===== src/rtl/pulse_width_modulator_pkg.sv =====
// Shared types for the PWM generator: count direction and the default counter width.
package pulse_width_modulator_pkg;

  typedef enum logic {
    DIR_UP   = 1'b0,
    DIR_DOWN = 1'b1
  } dir_e;

  localparam int DEFAULT_BITS = 11;

endpackage


===== src/rtl/pulse_width_modulator_counter.sv =====
// Slot sequencer: walks the sawtooth or triangle slot sequence (one or two slots per
// clock), latches the period configuration and flags the slots where a width is sampled.
module pulse_width_modulator_counter
  import pulse_width_modulator_pkg::*;
#(
  parameter int BITS = DEFAULT_BITS
) (
  input  logic            clk_i,
  input  logic            rst_ni,
  input  logic            dual_slope_en_i,
  input  logic            double_slope_en_i,
  input  logic            ddr_en_i,
  input  logic [BITS-1:0] compare_max_i,
  output logic [BITS-1:0] slot0_cnt_o,
  output logic [BITS-1:0] slot1_cnt_o,
  output logic            ddr_o,
  output logic            latch_o
);

  typedef struct packed {
    dir_e            dir;
    logic [BITS-1:0] cnt;
  } slot_t;

  localparam logic [BITS-1:0] ONE = BITS'(1);

  function automatic slot_t step_slot(slot_t s, logic [BITS-1:0] m, logic dual);
    slot_t n;
    n = s;
    if (!dual || s.dir == DIR_UP) begin
      if (s.cnt == m) begin
        // Top endpoint: sawtooth wraps, triangle repeats M on the way down.
        n.cnt = dual ? m : '0;
        n.dir = dual ? DIR_DOWN : DIR_UP;
      end else begin
        n.cnt = s.cnt + ONE;
        n.dir = DIR_UP;
      end
    end else if (s.cnt == '0) begin
      n.cnt = '0;
      n.dir = DIR_UP;
    end else begin
      n.cnt = s.cnt - ONE;
      n.dir = DIR_DOWN;
    end
    return n;
  endfunction

  slot_t           slot_q, slot_d, slot1, slot2;
  logic [BITS-1:0] max_q, max_eff;
  logic            dual_q, double_q, ddr_q;
  logic            dual_eff, double_eff, ddr_eff;
  logic            period_start, top_latch;

  // slot_q is the next slot to be shown; (0, up) is always the start of a period.
  always_comb begin
    period_start = (slot_q.dir == DIR_UP) && (slot_q.cnt == '0);
    max_eff      = max_q;
    dual_eff     = dual_q;
    double_eff   = double_q;
    ddr_eff      = ddr_q;
    if (period_start) begin
      max_eff    = ddr_en_i ? (compare_max_i | ONE) : compare_max_i;
      dual_eff   = dual_slope_en_i;
      double_eff = double_slope_en_i;
      ddr_eff    = ddr_en_i;
    end
    slot1     = step_slot(slot_q, max_eff, dual_eff);
    slot2     = step_slot(slot1, max_eff, dual_eff);
    slot_d    = ddr_eff ? slot2 : slot1;
    top_latch = dual_eff && double_eff && (slot_q.dir == DIR_DOWN) && (slot_q.cnt == max_eff);
  end

  always_ff @(posedge clk_i or negedge rst_ni) begin
    if (!rst_ni) begin
      slot_q   <= '{dir: DIR_UP, cnt: '0};
      max_q    <= '0;
      dual_q   <= 1'b0;
      double_q <= 1'b0;
      ddr_q    <= 1'b0;
    end else begin
      slot_q <= slot_d;
      if (period_start) begin
        max_q    <= max_eff;
        dual_q   <= dual_eff;
        double_q <= double_eff;
        ddr_q    <= ddr_eff;
      end
    end
  end

  assign slot0_cnt_o = slot_q.cnt;
  assign slot1_cnt_o = slot1.cnt;
  assign ddr_o       = ddr_eff;
  assign latch_o     = period_start || top_latch;

endmodule


===== src/rtl/pulse_width_modulator.sv =====
// Counter-based PWM output stage: width latch, slot compare and the registered
// output path, including the half-clock DDR mux.
module pulse_width_modulator
  import pulse_width_modulator_pkg::*;
#(
  parameter int BITS = DEFAULT_BITS
) (
  input  logic            clk,
  input  logic            rst_n,
  input  logic            dual_slope_en,
  input  logic            double_slope_en,
  input  logic            ddr_en,
  input  logic [BITS-1:0] compare_max,
  input  logic [BITS-1:0] pulse_width,
  output logic            pulse_done,
  output logic            pwm_out
);

  logic [BITS-1:0] slot0_cnt, slot1_cnt;
  logic            ddr_eff, latch;
  logic [BITS-1:0] width_q, width_d;
  logic            hi_d, lo_pre_d;
  logic            hi_q, lo_pre_q, lo_q, pulse_done_q;

  pulse_width_modulator_counter #(
    .BITS(BITS)
  ) u_counter (
    .clk_i            (clk),
    .rst_ni           (rst_n),
    .dual_slope_en_i  (dual_slope_en),
    .double_slope_en_i(double_slope_en),
    .ddr_en_i         (ddr_en),
    .compare_max_i    (compare_max),
    .slot0_cnt_o      (slot0_cnt),
    .slot1_cnt_o      (slot1_cnt),
    .ddr_o            (ddr_eff),
    .latch_o          (latch)
  );

  // A freshly latched width already governs the slot being loaded this edge.
  always_comb begin
    width_d  = latch ? pulse_width : width_q;
    hi_d     = slot0_cnt < width_d;
    lo_pre_d = ddr_eff ? (slot1_cnt < width_d) : hi_d;
  end

  always_ff @(posedge clk or negedge rst_n) begin
    if (!rst_n) begin
      width_q      <= '0;
      hi_q         <= 1'b0;
      lo_pre_q     <= 1'b0;
      pulse_done_q <= 1'b0;
    end else begin
      width_q      <= width_d;
      hi_q         <= hi_d;
      lo_pre_q     <= lo_pre_d;
      pulse_done_q <= latch;
    end
  end

  always_ff @(negedge clk or negedge rst_n) begin
    if (!rst_n) begin
      lo_q <= 1'b0;
    end else begin
      lo_q <= lo_pre_q;
    end
  end

  assign pulse_done = pulse_done_q;
  assign pwm_out    = clk ? hi_q : lo_q;

endmodule


===== config.mk =====
export PLATFORM = sky130hd
export DESIGN_NAME = pulse_width_modulator
export DESIGN_NICKNAME = d
export VERILOG_FILES = /design/src/rtl/pulse_width_modulator_pkg.sv /design/src/rtl/pulse_width_modulator_counter.sv /design/src/rtl/pulse_width_modulator.sv
export SDC_FILE = /design/constraint.sdc
export NUM_CORES = 1
export LEC_CHECK = 0
export BUFFER_PORTS_ARGS = -buffer_cell sky130_fd_sc_hd__buf_4
export CORE_ASPECT_RATIO = 1.4
export CORE_UTILIZATION = 50
export DETAILED_ROUTE_END_ITERATION = 6
export PLACE_DENSITY = 0.79
export SLEW_MARGIN = 40
export SYNTH_ARGS = -nofsm -noshare
export SYNTH_HDL_FRONTEND = slang
export SYNTH_SLANG_ARGS = --single-unit

===== constraint.sdc =====
create_clock -name clk -period 4.7 [get_ports clk]
set_clock_uncertainty 0.1 [all_clocks]
set_input_delay 0.705 -clock clk [delete_from_list [all_inputs] [get_ports clk]]
set_output_delay 0.705 -clock clk [all_outputs]
set_load 0.01 [all_outputs]

==> results of run 1 <==
[cells by family after synthesis]
group,count (synthesis)
and+or+nand+nor,191
AOI/OAI and AO/OA,167
xor gates and xnor gates,25
adders and majority gates,18
DFF,41
buffers and inverters,68
muxes,25
[per-layer routing]
metal	GRT usage	part of all wire	wire, um
met3	0.0615	0.078	1300
met1	0.488	0.38	6320
met4	0.265	0.075	1250
met2	0.610	0.47	7890
met5	0	0	0
[worst max path at each step]
stage,from,endpoint,slack (ns),depth (start not counted)
floorplan,u_counter.slot0_cnt_o[1]$_DFF_PN0_,lo_pre_q$_DFF_PN0_,0.002,20
global placement,u_counter.slot0_cnt_o[2]$_DFF_PN0_,lo_pre_q$_DFF_PN0_,0.12,14
detailed placement,u_counter.slot0_cnt_o[2]$_DFF_PN0_,lo_pre_q$_DFF_PN0_,0.13,14
CTS,u_counter.slot0_cnt_o[2]$_DFF_PN0_,lo_pre_q$_DFF_PN0_,0.1,14
global route,u_counter.slot0_cnt_o[2]$_DFF_PN0_,lo_pre_q$_DFF_PN0_,0.02,13
finish,u_counter.slot0_cnt_o[2]$_DFF_PN0_,u_counter.slot0_cnt_o[7]$_DFF_PN0_,0.21,11
[cell type report]
class | instances | area, um^2 | share of cell area
clock buffer | 9 | 208 | 0.0401
clock inverter | 3 | 68.8 | 0.0133
inverter | 39 | 146 | 0.0282
multi-input combinational | 426 | 3000 | 0.578
sequential | 41 | 1030 | 0.198
tap | 102 | 128 | 0.0246
timing repair buffer | 80 | 613 | 0.118
[critical path, cell delays in order, from the launching register on]
cell and delay [ns]:
dfrtp_1 0.51, or4_1 0.66, buf_4 0.21, nor2_2 0.20
o2111ai_1 0.39, or4_4 0.67, a211oi_2 0.31, nand4_2 0.22
or3_4 0.45, a31oi_1 0.18, o31ai_1 0.10, or3_1 0.36
[where the power goes]
part	internal, mW	total (mW)	switching, mW	leakage, nW
clock	0.424	0.609	0.185	0.142
sequential	0.382	0.440	0.0579	0.534
combinational	0.408	1.02	0.610	1.67
total	1.21	2.07	0.853	2.34
[metrics by stage]
step / total power [mW] / worst slack (ns) / hold WS [ns] / instances / area, um^2
finish: 2.07 / 0.205 / 0.333 / 700 / 5180
global route: 2.16 / 0.0166 / 0.373 / 700 / 5180
CTS: 2.04 / 0.0974 / 0.352 / 700 / 5160
detailed placement: 1.44 / 0.129 / 0.442 / 689 / 4890
global placement: 1.42 / 0.122 / 0.428 / 689 / 4890
floorplan: 1.10 / 0.00217 / 0.309 / 535 / 4270
[state kept, by name, summed over array words and instances, names as in the netlist]
signal	cells
lo_q	1
u_counter.max_q	11
hi_q	1
u_counter.ddr_q	1
u_counter.slot_q	1
lo_pre_q	1
u_counter.double_q	1
u_counter.slot0_cnt_o	11
pulse_done	1
u_counter.dual_q	1
width_q	11
[repair_timing]
item | CTS | global route
endpoints found under the setup margin | 0 | 10
buffers inserted | 0 | 0
resized for setup | 0 | 5
[cell usage after synthesis (4+ instances only)]
| master | count | area, um^2 |
|---|---|---|
| ha_1 | 16 | 200 |
| inv_1 | 36 | 135 |
| o31ai_1 | 6 | 45.0 |
| a21oi_1 | 28 | 140 |
| a211oi_1 | 6 | 45.0 |
| and2_1 | 6 | 37.5 |
| or3_1 | 8 | 50.1 |
| nor3_1 | 21 | 105 |
| nand2_1 | 39 | 146 |
| o211ai_1 | 5 | 37.5 |
| or2_2 | 5 | 31.3 |
| nor4_1 | 9 | 56.3 |
| buf_2 | 9 | 45.0 |
| dfrtp_1 | 40 | 1000 |
| xor2_1 | 9 | 78.8 |
| nand4_1 | 13 | 81.3 |
| and3_1 | 4 | 25.0 |
| a2111oi_0 | 6 | 52.6 |
| nand3_1 | 16 | 80.1 |
| clkbuf_1 | 18 | 67.6 |
| o2111ai_1 | 5 | 43.8 |
| nor2b_1 | 9 | 56.3 |
| o21ai_0 | 26 | 130 |
| o22ai_1 | 4 | 25.0 |
| a221oi_1 | 5 | 43.8 |
| xnor2_1 | 16 | 140 |
| a21o_1 | 4 | 30.0 |
| nor2_1 | 33 | 124 |
| a31oi_1 | 14 | 87.6 |
| nor4_2 | 4 | 50.1 |
| a22oi_1 | 6 | 45.0 |
| mux2i_1 | 22 | 220 |
| o221ai_1 | 4 | 35.0 |
| nand2b_1 | 5 | 31.3 |
| a311oi_1 | 4 | 35.0 |
==> impl_metrics.env, run 1 <==
export IMPL_drive_above_1_share=0.212
export IMPL_hp_class="primary input to async pin"
export IMPL_critical_path_required_ns=4.88
export IMPL_ys_async_sr_fraction=1.00
export IMPL_max_freq_ghz=0.222
export IMPL_fin_crit_sh=0.956
export IMPL_mostFrequentLayoutCell="buf_4"
export IMPL_synth_simple_gate_area_frac=0.247
export IMPL_gr_usage_all_layers=0.391
export IMPL_post_route_min_period_ns=4.49
export IMPL_grt_pass1_vias=4799
export IMPL_outcome="complete, no violations"
export IMPL_portBuffers=28
export IMPL_diodes=0
export IMPL_power_density_nw_per_um2=399
export IMPL_setup_viol=0
export IMPL_finalSetupTns_ns=0
export IMPL_die_h_um=111
export IMPL_synthXorXnorAreaFrac=0.0513
export IMPL_path_clk_slew_ns=0.07
export IMPL_num_io_pins=29
export IMPL_layout_common_cells="buf_4 (80), dfrtp_1 (40), nand2_1 (39)"
export IMPL_hpwl_um=12900
export IMPL_drv_cap=0
export IMPL_worst_pin_slew_ns=0.692
export IMPL_final_nets=640
export IMPL_ant_nets=0
export IMPL_synthMuxAreaShare=0.0595
export IMPL_drt_pass1_iterations=6
export IMPL_yosys_warnings=0
export IMPL_r2r_end="u_counter.slot0_cnt_o[7]$_DFF_PN0_"
export IMPL_grt_max_degree=41
export IMPL_synthCells=535
export IMPL_hold_viol=0
export IMPL_fillers=726
export IMPL_cp_end_kind="flip-flop"
export IMPL_rsz0062_at_grt="no"
export IMPL_ys_seq_elements=41
export IMPL_cp_arrival_ns=4.68
export IMPL_vias=4949
export IMPL_ctsHoldBuffers=0
export IMPL_gp_congestion=0.980
export IMPL_slew_viol_final=0
export IMPL_synth_area_um2=4270
export IMPL_syn_nets=578
export IMPL_core_um2=8200
export IMPL_clk_latency_ns=0.41
export IMPL_worst_setup_path_start_kind="flip-flop"
export IMPL_rrSetupSlack_ns=0.21
export IMPL_final_util=0.632
export IMPL_die_area_um2=8920
export IMPL_area_growth_pct=21.5
export IMPL_cp_max_fo=9
export IMPL_synth_cell_types=79
export IMPL_fp_dieW_um=80.1
export IMPL_drt_iter0_drc=623
export IMPL_p_leak_nw=2.34
export IMPL_ys_seq_area_frac=0.240
export IMPL_slew_headroom=0.538
export IMPL_wl_um=16800
export IMPL_drcViolationCount=0
export IMPL_synthFlopType="dfrtp_1"
export IMPL_critPathKind="flip-flop to flip-flop"
export IMPL_routedWlPerCell_um=23.9
export IMPL_r2r_start="u_counter.slot0_cnt_o[2]$_DFF_PN0_"
export IMPL_num_rows=39
export IMPL_cts_tree="yes"
export IMPL_viasPerCell=7.07
export IMPL_grt_antenna_before_repair=0
export IMPL_synth_edf_count=0
export IMPL_grt_pass1_wl_um=26000
export IMPL_gr_total_overflow=0
export IMPL_synth_top_family_by_area="compound AO/OA/AOI/OAI gates"
export IMPL_ir_drop_uv=269
export IMPL_synth_adder_area_share=0.0516
export IMPL_synth_compound_area_frac=0.287
export IMPL_synth_avg_cell_area_um2=7.98
export IMPL_initial_core_util=0.521
export IMPL_reg2regPathDepth=11
Note: power is estimated with default switching activity, not from simulation.
==> run 2: changes to the inputs <==
--- a/config.mk
+++ b/config.mk
@@ -6,7 +6,7 @@
 export NUM_CORES = 1
 export LEC_CHECK = 0
 export BUFFER_PORTS_ARGS = -buffer_cell sky130_fd_sc_hd__buf_4
-export CORE_ASPECT_RATIO = 1.4
+export CORE_ASPECT_RATIO = 1.5
 export CORE_UTILIZATION = 50
 export DETAILED_ROUTE_END_ITERATION = 6
 export PLACE_DENSITY = 0.79
==> impl_metrics.env, run 2 (synthesized netlist as in run 1, its figures left out) <==
export IMPL_outcome="complete, no violations"
export IMPL_post_route_min_period_ns=4.55
export IMPL_p_leak_nw=2.39
export IMPL_grt_util_met3=0.0532
export IMPL_slew_headroom=0.412
export IMPL_fp_dieW_um=77.4
export IMPL_drt_iter0_drc=493
export IMPL_use_met1=0.477
export IMPL_vias=4968
export IMPL_final_util=0.648
export IMPL_power_density_nw_per_um2=400
export IMPL_r2r_end="lo_pre_q$_DFF_PN0_"
export IMPL_drv_cap=0
export IMPL_ant_nets=0
export IMPL_mostFrequentLayoutCell="buf_4"
export IMPL_gr_usage_all_layers=0.417
export IMPL_cp_end_kind="flip-flop"
export IMPL_routedWlPerCell_um=25.3
export IMPL_r2r_start="u_counter.slot0_cnt_o[2]$_DFF_PN0_"
export IMPL_ir_drop_uv=263
export IMPL_reg2regPathDepth=17
export IMPL_dp_slack_ns=0.215
export IMPL_fillers=727
export IMPL_drive_above_1_share=0.236
export IMPL_setup_viol=0
export IMPL_initial_core_util=0.523
export IMPL_met2_usage=0.703
export IMPL_wl_um=18100
export IMPL_drt_pass1_iterations=5
export IMPL_rsz0062_at_grt="no"
export IMPL_top_usage_layer="met2"
export IMPL_drcViolationCount=0
export IMPL_finalSetupTns_ns=0
export IMPL_gp_congestion=1.02
export IMPL_cp_max_fo=10
export IMPL_grt_antenna_before_repair=0
export IMPL_portBuffers=28
export IMPL_area_growth_pct=23.8
export IMPL_clk_latency_ns=0.41
export IMPL_layout_common_cells="buf_4 (92), nand2_1 (39), dfrtp_1 (38)"
export IMPL_fin_crit_sh=0.969
export IMPL_die_area_um2=8920
export IMPL_num_io_pins=29
export IMPL_grt_pass1_vias=4824
export IMPL_critical_path_required_ns=4.89
export IMPL_hpwl_um=13800
export IMPL_worst_pin_slew_ns=0.860
export IMPL_num_rows=40
export IMPL_critPathKind="flip-flop to flip-flop"
export IMPL_cts_tree="yes"
export IMPL_viasPerCell=6.95
export IMPL_core_um2=8160
export IMPL_dp_cells=704
export IMPL_path_clk_slew_ns=0.07
export IMPL_grt_pass1_wl_um=27400
export IMPL_die_h_um=115
export IMPL_max_freq_ghz=0.220
export IMPL_hp_class="primary input to async pin"
export IMPL_hold_viol=0
export IMPL_gr_total_overflow=0
export IMPL_rrSetupSlack_ns=0.15
export IMPL_grt_max_degree=41
export IMPL_ctsHoldBuffers=0
export IMPL_worst_setup_path_start_kind="flip-flop"
export IMPL_final_nets=652
export IMPL_slew_viol_final=0
export IMPL_cp_arrival_ns=4.75
export IMPL_instances_no_fill=715
export IMPL_layout_setup_ws_ns=0.145
export IMPL_diodes=0
run 2: per-stage QoR:
step	area, um^2	hold slack, ns	total power [mW]
6_report	5290	0.330	2.12
5_1_grt	5290	0.385	2.20
4_1_cts	5250	0.346	2.07
3_5_place_dp	4980	0.410	1.47
3_3_place_gp	4970	0.400	1.44
2_1_floorplan	4270	0.309	1.10
run 2: cell type report:
cell class | count | area [um^2] | share of cell area
clock buffers | 9 | 208 | 0.0393
clock inverters | 3 | 68.8 | 0.0130
inverters | 39 | 146 | 0.0277
multi-input cells | 426 | 3010 | 0.569
flip-flops and latches | 41 | 1030 | 0.195
well taps | 105 | 131 | 0.0249
repair buffers | 92 | 694 | 0.131
run 2: routing by layer:
metal	wire, um	vias to the layer above
met5	0	-
met2	8730	316
met3	1170	97
met1	6730	2369
met4	1440	0
li1	-	2186
run 2: worst max path at each step:
stage / slack (ns) / cells after the start / from / to
2_1_floorplan: 0.002 / 20 / u_counter.slot0_cnt_o[1]$_DFF_PN0_ / lo_pre_q$_DFF_PN0_
3_3_place_gp: 0.27 / 12 / u_counter.slot0_cnt_o[8]$_DFF_PN0_ / u_counter.slot0_cnt_o[8]$_DFF_PN0_
3_5_place_dp: 0.22 / 15 / u_counter.slot0_cnt_o[4]$_DFF_PN0_ / u_counter.slot0_cnt_o[3]$_DFF_PN0_
4_1_cts: 0.12 / 16 / u_counter.slot0_cnt_o[4]$_DFF_PN0_ / lo_pre_q$_DFF_PN0_
5_1_grt: 0.007 / 13 / u_counter.slot0_cnt_o[2]$_DFF_PN0_ / u_counter.slot0_cnt_o[7]$_DFF_PN0_
6_report: 0.15 / 17 / u_counter.slot0_cnt_o[2]$_DFF_PN0_ / lo_pre_q$_DFF_PN0_
run 2: critical path: stages, from the launching register on:
cell and delay [ns]:
dfrtp_1 0.50, or4_1 0.66, nor3_4 0.33, a311oi_1 0.16
buf_4 0.17, o2111a_1 0.21, and4_1 0.23, nor2_1 0.18
buf_6 0.21, inv_1 0.15, mux2i_2 0.21, ha_1 0.30
and3_1 0.20, o311ai_0 0.16, a21oi_1 0.18, nand3_1 0.12
o21a_1 0.23, o2bb2ai_1 0.12
run 2: where the power goes:
group | total, mW | switching, mW | internal (mW) | leakage, nW
Combinational | 1.06 | 0.634 | 0.423 | 1.71
Clock | 0.612 | 0.189 | 0.424 | 0.142
Sequential | 0.445 | 0.0624 | 0.383 | 0.531
Total | 2.12 | 0.885 | 1.23 | 2.39
run 2: repair_timing:
| item | 4_1_cts | 5_1_grt |
|---|---|---|
| resized for setup | 0 | 11 |
| endpoints found under the setup margin | 0 | 7 |
| setup buffers | 0 | 0 |
